File: src/rtl/cdb_arbiter_pkg.sv
// Shared types and constants for the common data bus arbiter.
//   nzcv_t        : condition flags carried with a result
//   cdb_packet_t  : one result as it sits in a holding slot and as it is broadcast
//   slot_state_t  : occupancy state of a per-FU holding slot
package cdb_arbiter_pkg;

  localparam int CDB_NUM_FU   = 3;
  localparam int ROB_IDX_SIZE = 6;
  localparam int GPR_SIZE     = 32;

  typedef logic [3:0] nzcv_t;

  typedef struct packed {
    logic [ROB_IDX_SIZE-1:0] rob_index;
    logic [GPR_SIZE-1:0]     value;
    logic                    set_nzcv;
    nzcv_t                   nzcv;
    logic                    is_mispred;
  } cdb_packet_t;

  typedef enum logic {
    SLOT_EMPTY = 1'b0,
    SLOT_FULL  = 1'b1
  } slot_state_t;

  // Width of an index into n entries; never narrower than one bit.
  function automatic int idx_width(input int n);
    return (n > 1) ? $clog2(n) : 1;
  endfunction

endpackage

File: src/rtl/cdb_arbiter_if.sv
// Bundle between the functional units and the CDB arbiter.
//   in_fu_*      : per-FU result handshake, driven by the FUs (master)
//   out_fu_ready : per-FU slot availability, driven by the arbiter (slave)
//   out_cdb_*    : registered broadcast toward the ROB and reservation stations
interface cdb_arbiter_if
  import cdb_arbiter_pkg::*;
#(
  parameter int NUM_FU = CDB_NUM_FU
) ();

  localparam int SRC_W = idx_width(NUM_FU);

  logic [NUM_FU-1:0]              in_fu_done;
  logic [NUM_FU*ROB_IDX_SIZE-1:0] in_fu_dst_rob_index;
  logic [NUM_FU*GPR_SIZE-1:0]     in_fu_value;
  logic [NUM_FU-1:0]              in_fu_set_nzcv;
  logic [NUM_FU*4-1:0]            in_fu_nzcv;
  logic [NUM_FU-1:0]              in_fu_is_mispred;

  logic [NUM_FU-1:0]              out_fu_ready;

  logic                           out_cdb_valid;
  logic [ROB_IDX_SIZE-1:0]        out_cdb_rob_index;
  logic [GPR_SIZE-1:0]            out_cdb_value;
  logic                           out_cdb_set_nzcv;
  nzcv_t                          out_cdb_nzcv;
  logic                           out_cdb_is_mispred;
  logic [SRC_W-1:0]               out_cdb_src;

  modport master (
    output in_fu_done, in_fu_dst_rob_index, in_fu_value,
           in_fu_set_nzcv, in_fu_nzcv, in_fu_is_mispred,
    input  out_fu_ready,
           out_cdb_valid, out_cdb_rob_index, out_cdb_value,
           out_cdb_set_nzcv, out_cdb_nzcv, out_cdb_is_mispred, out_cdb_src
  );

  modport slave (
    input  in_fu_done, in_fu_dst_rob_index, in_fu_value,
           in_fu_set_nzcv, in_fu_nzcv, in_fu_is_mispred,
    output out_fu_ready,
           out_cdb_valid, out_cdb_rob_index, out_cdb_value,
           out_cdb_set_nzcv, out_cdb_nzcv, out_cdb_is_mispred, out_cdb_src
  );

endinterface

File: src/rtl/cdb_arbiter_rr.sv
// Combinational round-robin picker: the first set request at or above ptr,
// wrapping modulo N. The pointer register lives in the caller.
//   req         : request vector
//   ptr         : index with highest priority this cycle
//   grant_valid : some request is set
//   grant_idx   : index of the winning request
module rr_arbiter #(
  parameter  int N  = 3,
  localparam int IW = (N > 1) ? $clog2(N) : 1
) (
  input  logic [N-1:0]  req,
  input  logic [IW-1:0] ptr,
  output logic          grant_valid,
  output logic [IW-1:0] grant_idx
);

  logic [IW-1:0] cand;

  // Walk the offsets from farthest to nearest so the nearest requester,
  // being assigned last, wins without needing an early exit.
  always_comb begin
    grant_valid = 1'b0;
    grant_idx   = '0;
    cand        = '0;
    for (int k = N - 1; k >= 0; k--) begin
      cand = IW'((int'(ptr) + k) % N);
      if (req[cand]) begin
        grant_valid = 1'b1;
        grant_idx   = cand;
      end
    end
  end

endmodule

File: src/rtl/cdb_arbiter.sv
// Shares the common data bus among NUM_FU functional units. Each FU drops a
// finished result into a private one-entry slot; a round-robin scheduler
// picks one full slot per cycle and registers it onto the CDB broadcast.
//   in_clk   : core clock
//   in_rst   : synchronous reset, active high
//   in_flush : mispredict flush, empties every slot and drops same-cycle results
//   bus      : FU result inputs, per-FU ready, CDB broadcast outputs
//
// Slot FSM (one per FU)
//   state      | meaning
//   SLOT_EMPTY | no result held; FU may deliver
//   SLOT_FULL  | result waiting for a grant; FU may deliver only in the grant cycle
module cdb_arbiter
  import cdb_arbiter_pkg::*;
#(
  parameter int NUM_FU = CDB_NUM_FU
) (
  input logic          in_clk,
  input logic          in_rst,
  input logic          in_flush,
  cdb_arbiter_if.slave bus
);

  localparam int SRC_W = idx_width(NUM_FU);

  slot_state_t      slot_state [NUM_FU];
  slot_state_t      slot_next  [NUM_FU];
  cdb_packet_t      slot_pkt   [NUM_FU];
  cdb_packet_t      fu_pkt     [NUM_FU];

  logic [NUM_FU-1:0] full;
  logic [NUM_FU-1:0] gnt_vec;
  logic [NUM_FU-1:0] ready;
  logic [NUM_FU-1:0] load;
  logic              grant_valid;
  logic [SRC_W-1:0]  grant_idx;
  logic [SRC_W-1:0]  ptr;

  cdb_packet_t       cdb_q;
  logic              cdb_valid_q;
  logic [SRC_W-1:0]  cdb_src_q;

  always_comb begin
    for (int i = 0; i < NUM_FU; i++) begin
      fu_pkt[i]            = '0;
      fu_pkt[i].rob_index  = bus.in_fu_dst_rob_index[i*ROB_IDX_SIZE +: ROB_IDX_SIZE];
      fu_pkt[i].value      = bus.in_fu_value[i*GPR_SIZE +: GPR_SIZE];
      fu_pkt[i].set_nzcv   = bus.in_fu_set_nzcv[i];
      fu_pkt[i].nzcv       = bus.in_fu_nzcv[i*4 +: 4];
      fu_pkt[i].is_mispred = bus.in_fu_is_mispred[i];
      full[i]              = (slot_state[i] == SLOT_FULL);
    end
  end

  rr_arbiter #(.N(NUM_FU)) u_rr (
    .req         (full),
    .ptr         (ptr),
    .grant_valid (grant_valid),
    .grant_idx   (grant_idx)
  );

  // A slot being granted this cycle frees up at the edge, so it can take a
  // new result at the same edge; that is what lets one FU stream uncontended.
  always_comb begin
    gnt_vec = '0;
    if (grant_valid) gnt_vec[grant_idx] = 1'b1;
    ready = (in_rst || in_flush) ? '0 : (~full | gnt_vec);
    load  = bus.in_fu_done & ready;
    for (int i = 0; i < NUM_FU; i++) begin
      slot_next[i] = slot_state[i];
      if (in_flush)        slot_next[i] = SLOT_EMPTY;
      else if (load[i])    slot_next[i] = SLOT_FULL;
      else if (gnt_vec[i]) slot_next[i] = SLOT_EMPTY;
    end
  end

  always_ff @(posedge in_clk) begin
    if (in_rst) begin
      for (int i = 0; i < NUM_FU; i++) slot_state[i] <= SLOT_EMPTY;
      ptr         <= '0;
      cdb_valid_q <= 1'b0;
      cdb_q       <= '0;
      cdb_src_q   <= '0;
    end else begin
      for (int i = 0; i < NUM_FU; i++) slot_state[i] <= slot_next[i];
      if (in_flush) begin
        // Pointer is deliberately held across a flush.
        cdb_valid_q <= 1'b0;
      end else if (grant_valid) begin
        cdb_valid_q <= 1'b1;
        cdb_q       <= slot_pkt[grant_idx];
        cdb_src_q   <= grant_idx;
        ptr         <= (grant_idx == SRC_W'(NUM_FU - 1)) ? '0 : grant_idx + SRC_W'(1);
      end else begin
        cdb_valid_q <= 1'b0;
      end
    end
  end

  // Payload needs no reset: it is only observed while its slot is FULL.
  always_ff @(posedge in_clk) begin
    for (int i = 0; i < NUM_FU; i++) begin
      if (load[i]) slot_pkt[i] <= fu_pkt[i];
    end
  end

  assign bus.out_fu_ready       = ready;
  assign bus.out_cdb_valid      = cdb_valid_q;
  assign bus.out_cdb_rob_index  = cdb_q.rob_index;
  assign bus.out_cdb_value      = cdb_q.value;
  assign bus.out_cdb_set_nzcv   = cdb_q.set_nzcv;
  assign bus.out_cdb_nzcv       = cdb_q.nzcv;
  assign bus.out_cdb_is_mispred = cdb_q.is_mispred;
  assign bus.out_cdb_src        = cdb_src_q;

  // An FU must not deliver into a slot that is still waiting for its grant.
  // Reset and flush drop inputs by definition, so they are exempt.
  a_done_needs_ready: assert property (
    @(posedge in_clk) disable iff (in_rst || in_flush)
      (bus.in_fu_done & ~ready) == '0
  );

endmodule
File: src/flat_wrapper.sv
// flat-port wrapper written by rule: the top's interface ports become plain ports
module cdb_arbiter_flat import cdb_arbiter_pkg::*;
#(
  parameter int NUM_FU = CDB_NUM_FU
)
  (in_clk, in_rst, in_flush, bus_in_fu_done, bus_in_fu_dst_rob_index, bus_in_fu_value, bus_in_fu_set_nzcv, bus_in_fu_nzcv, bus_in_fu_is_mispred, bus_out_fu_ready, bus_out_cdb_valid, bus_out_cdb_rob_index, bus_out_cdb_value, bus_out_cdb_set_nzcv, bus_out_cdb_nzcv, bus_out_cdb_is_mispred, bus_out_cdb_src);
  cdb_arbiter_if #(.NUM_FU(NUM_FU)) bus_i ();
  input logic in_clk;
  input logic in_rst;
  input logic in_flush;
  input wire logic [$bits(bus_i.in_fu_done)-1:0] bus_in_fu_done;
  input wire logic [$bits(bus_i.in_fu_dst_rob_index)-1:0] bus_in_fu_dst_rob_index;
  input wire logic [$bits(bus_i.in_fu_value)-1:0] bus_in_fu_value;
  input wire logic [$bits(bus_i.in_fu_set_nzcv)-1:0] bus_in_fu_set_nzcv;
  input wire logic [$bits(bus_i.in_fu_nzcv)-1:0] bus_in_fu_nzcv;
  input wire logic [$bits(bus_i.in_fu_is_mispred)-1:0] bus_in_fu_is_mispred;
  output wire logic [$bits(bus_i.out_fu_ready)-1:0] bus_out_fu_ready;
  output wire logic [$bits(bus_i.out_cdb_valid)-1:0] bus_out_cdb_valid;
  output wire logic [$bits(bus_i.out_cdb_rob_index)-1:0] bus_out_cdb_rob_index;
  output wire logic [$bits(bus_i.out_cdb_value)-1:0] bus_out_cdb_value;
  output wire logic [$bits(bus_i.out_cdb_set_nzcv)-1:0] bus_out_cdb_set_nzcv;
  output wire logic [$bits(bus_i.out_cdb_nzcv)-1:0] bus_out_cdb_nzcv;
  output wire logic [$bits(bus_i.out_cdb_is_mispred)-1:0] bus_out_cdb_is_mispred;
  output wire logic [$bits(bus_i.out_cdb_src)-1:0] bus_out_cdb_src;
  assign bus_i.in_fu_done = bus_in_fu_done;
  assign bus_i.in_fu_dst_rob_index = bus_in_fu_dst_rob_index;
  assign bus_i.in_fu_value = bus_in_fu_value;
  assign bus_i.in_fu_set_nzcv = bus_in_fu_set_nzcv;
  assign bus_i.in_fu_nzcv = bus_in_fu_nzcv;
  assign bus_i.in_fu_is_mispred = bus_in_fu_is_mispred;
  assign bus_out_fu_ready = bus_i.out_fu_ready;
  assign bus_out_cdb_valid = bus_i.out_cdb_valid;
  assign bus_out_cdb_rob_index = bus_i.out_cdb_rob_index;
  assign bus_out_cdb_value = bus_i.out_cdb_value;
  assign bus_out_cdb_set_nzcv = bus_i.out_cdb_set_nzcv;
  assign bus_out_cdb_nzcv = bus_i.out_cdb_nzcv;
  assign bus_out_cdb_is_mispred = bus_i.out_cdb_is_mispred;
  assign bus_out_cdb_src = bus_i.out_cdb_src;
  cdb_arbiter #(.NUM_FU(NUM_FU)) u_core (.in_clk(in_clk), .in_rst(in_rst), .in_flush(in_flush), .bus(bus_i));
endmodule
File: config.mk
export PLATFORM = sky130hd
export DESIGN_NAME = cdb_arbiter_flat
export DESIGN_NICKNAME = d
export VERILOG_FILES = /design/src/rtl/cdb_arbiter_pkg.sv /design/src/rtl/cdb_arbiter_if.sv /design/src/rtl/cdb_arbiter_rr.sv /design/src/rtl/cdb_arbiter.sv /design/src/flat_wrapper.sv
export SDC_FILE = /design/constraint.sdc
export NUM_CORES = 1
export LEC_CHECK = 0
export CAP_MARGIN = 5
export CORE_UTILIZATION = 45
export CTS_BUF_LIST = sky130_fd_sc_hd__clkbuf_4
export DETAILED_ROUTE_END_ITERATION = 8
export GPL_ROUTABILITY_DRIVEN = 0
export GPL_TIMING_DRIVEN = 0
export MAX_ROUTING_LAYER = met4
export PLACE_DENSITY = 0.87
export SYNTH_ARGS = -nofsm -noshare
export SYNTH_HDL_FRONTEND = slang
export SYNTH_SLANG_ARGS = --single-unit
File: constraint.sdc
create_clock -name in_clk -period 4.1 [get_ports in_clk]
set_clock_uncertainty 0.1 [all_clocks]
set_input_delay 0.41 -clock in_clk [delete_from_list [all_inputs] [get_ports in_clk]]
set_output_delay 0.41 -clock in_clk [all_outputs]
set_load 0.1 [all_outputs]
==> impl_metrics.json <==
{
  "status": "finished, violations left",
  "violations": "design-rule violations",
  "synth-edff-count": 132,
  "clk_pin_slew_ps": 150,
  "grt-ovfl-total": 0,
  "n_antenna_cell": 0,
  "final_antenna_net_count": 0,
  "arrival_ps": 3400,
  "yosysTopAreaCellShare_pct": 58.1,
  "drt-initial-drc-count": 323,
  "clock-sinks": 184,
  "min_path_type": "in2reg",
  "placed_cell_area_um2": 9000,
  "ys_top_cells_by_area": "edfxtp_1 58%, dfxtp_1 15%, a311oi_1 5.6%",
  "path_cells": "inv_1 > ha_1 > nand3b_1 > a211oi_2 > o21ai_2 > buf_6 > a21oi_2 > clkdlybuf4s50_1",
  "htree_num_levels": 4,
  "clockRootBuffer": "clkbuf_4",
  "r2r-start": "u_core.ptr[1]",
  "critical_path_required_ps": 3590,
  "dieArea_um2": 15700,
  "synth_seq_cells": 184,
  "slew_headroom_pct": 30.7,
  "ys_seq_area_share_pct": 73.4,
  "antenna_found_initial": 0,
  "die_h_um": 125,
  "cellPowerDensity_nw_per_um2": 451,
  "cts_tree": "yes",
  "portBuffers": 186,
  "slew_viol_final": 0,
  "place_ws_ps": 472,
  "hold_buffers": 0,
  "syn_area_per_cell_um2": 15.0,
  "cpPeakStageDelay_ps": 1140,
  "die_w_um": 125,
  "cts_buffer_depth": 2,
  "period_share_pct": 95.3,
  "yosys_warnings": 0,
  "drt-total-wl_um": 17100,
  "critical_path_buf_inv_count": 3,
  "via_count": 4784,
  "setup_viol_count_final": 0,
  "route.met2.wl_um": 8790,
  "ys_dominant_reg_cell": "edfxtp_1",
  "drc_errors": 14,
  "start_util_pct": 46.6,
  "crit_type": "reg2out",
  "grt_max_degree": 29,
  "slowest_stage": "clkdlybuf4s50_1",
  "crit_path_end_kind": "primary output",
  "r2r_end": "u_core.slot_pkt[0][14]",
  "fp-row-count": 44,
  "grt_pass1_vias": 5027,
  "area_delta_synth_final_pct": 36.3,
  "cpLargestDelayFamily": "buffers and inverters",
  "wl_met1_um": 6960,
  "worst_slew_pin_slew_ps": 1040,
  "top_layer": "met4",
  "yosysTopAreaCell": "edfxtp_1",
  "cts_setup_buffers": 0,
  "startpoint_type": "flip-flop",
  "fmax_mhz": 256,
  "worst_slack_ps": 191,
  "r2r_setup_slack_ps": 930,
  "syn_area_um2": 6820,
  "min_from": "bus_in_fu_value[76]",
  "wl_met3_um": 1050,
  "synth_cells": 456,
  "clkLatencyLatePin_ps": 550,
  "p_leak_nw": 3.09,
  "irDropWorstVdd_v": 0.000295,
  "period_minus_slack_ps": 3910,
  "first_pass_iters": 9,
  "async_reset_ff_share_pct": 0,
  "cts_buffers": 17,
  "hold_viol_final": 0,
  "pin_count": 188,
  "path_max_fanout": 10,
  "drive_gt1_share_pct": 13.4,
  "synth_cell_types": 34,
  "rsz0062_at_grt": "false",
  "reg2regPathDepth": 8,
  "cap_violations": 0,
  "synth_nets": 597,
  "grt_first_pass_wirelength_um": 26400,
  "grtUsageTotal_pct": 23.3,
  "fin_area_um2": 9300,
  "nNetsFinal": 805,
  "fin_tns_setup_ps": 0,
  "dpl.hpwl_um": 12300,
  "fin_util_pct": 63.5,
  "coreArea_um2": 14600,
  "routed_via_density": 5.56,
  "hold-path-endpoint": "u_core.slot_pkt[2][18]",
  "holdWs_ps": 305,
  "min_path_cells": 1,
  "wl_per_cell_um": 19.9
}
worst max path at each step:
stage	startpoint	to	depth (start not counted)
detailed placement	u_core.ptr[0]	bus_out_fu_ready[0]	8
finish	u_core.ptr[0]	bus_out_fu_ready[1]	8
global placement	u_core.ptr[0]	u_core.slot_pkt[0][8]	8
floorplan	u_core.ptr[0]	u_core.slot_pkt[0][0]	8
global route	u_core.ptr[0]	bus_out_fu_ready[1]	8
CTS	u_core.ptr[0]	bus_out_fu_ready[0]	9
area by class of cell:
type	instances	area, um^2
Timing Repair Buffer	189	1920
Fill cell	1074	5340
Tap cell	184	230
Multi-Input combinational cell	232	1610
Inverter	4	15.0
Clock buffer	18	135
Sequential cell	184	5000
Clock inverter	14	173
Buffer	36	208
synth_stat cells, drive strengths merged (2+ instances only):
cell type and count:
nand2b 3, inv 4, and2 3, a311oi 44, a21oi 9, or2 2
a211oi 2, ha 3, o21a 2, mux2i 4, clkbuf 12, edfxtp 132
a22oi 45, nand3 45, o21ai 5, dfxtp 52, nor3 2, buf 24
nor2 51, nand2 3, nor2b 2, o31a 2
worst reg2reg max path: cells and delay by family (launching register included):
family	cells	cell delay [ps]
mux	1	120
simple gates	2	920
flops	1	430
compound gates	2	490
buf+inv	2	440
fa+ha+maj	1	360
cells in the final DEF, fill, tap and decap left out, drive strengths merged, types with 4 or more instances in the layout:
master,instances
inv,8
a21oi,9
clkinv,5
clkdlybuf4s50,184
buf,27
clkbuf,31
o21ai,5
nand3,45
a311oi,44
mux2i,4
dfxtp,52
edfxtp,132
nor2,51
a22oi,45
metrics by stage:
| stage | total power [mW] | std cells |
|---|---|---|
| 2_1_floorplan | 2.84 | 456 |
| 3_5_place_dp | 3.19 | 829 |
| 6_report | 4.20 | 861 |
| 3_3_place_gp | 3.15 | 826 |
| 5_1_grt | 4.35 | 861 |
| 4_1_cts | 4.22 | 861 |
registers in the layout (all words and copies together), names as in the netlist:
name,count
u_core.slot_pkt,132
u_core.bus.out_cdb_value,32
u_core.bus.out_cdb_rob_index,6
u_core.bus.out_cdb_nzcv,4
u_core.slot_state,3
u_core.bus.out_cdb_src,2
u_core.ptr,2
u_core.bus.out_cdb_is_mispred,1
u_core.bus.out_cdb_set_nzcv,1
u_core.bus.out_cdb_valid,1
logic make-up (layout without fill, tap and decap cells):
family	Yosys count	in the layout	synth area share (%)
flip-flops	184	184	73.4
AO/OA/AOI/OAI	113	113	14.6
AND/OR/NAND/NOR	112	112	7.59
buffers and inverters	40	261	3.26
multiplexers	4	4	0.587
adder cells (fa/ha/maj)	3	3	0.550
power by group:
part           switching [mW]  internal [mW]
clock                   0.618          0.437
sequential             0.0524           2.10
combinational           0.675          0.321
total                    1.35           2.85
layer usage:
layer | vias to the layer above | GRT usage [%]
met1 | 2355 | 27.0
li1 | 2207 | -
met5 | - | -
met2 | 200 | 39.2
met4 | 0 | 8.68
met3 | 22 | 5.65
timing repair:
action | in CTS | in global routing
endpoints found under the setup margin | 2 | 1
gates cloned | 0 | 0
resized for setup | 2 | 2
Note: power is estimated with default switching activity, not from simulation.
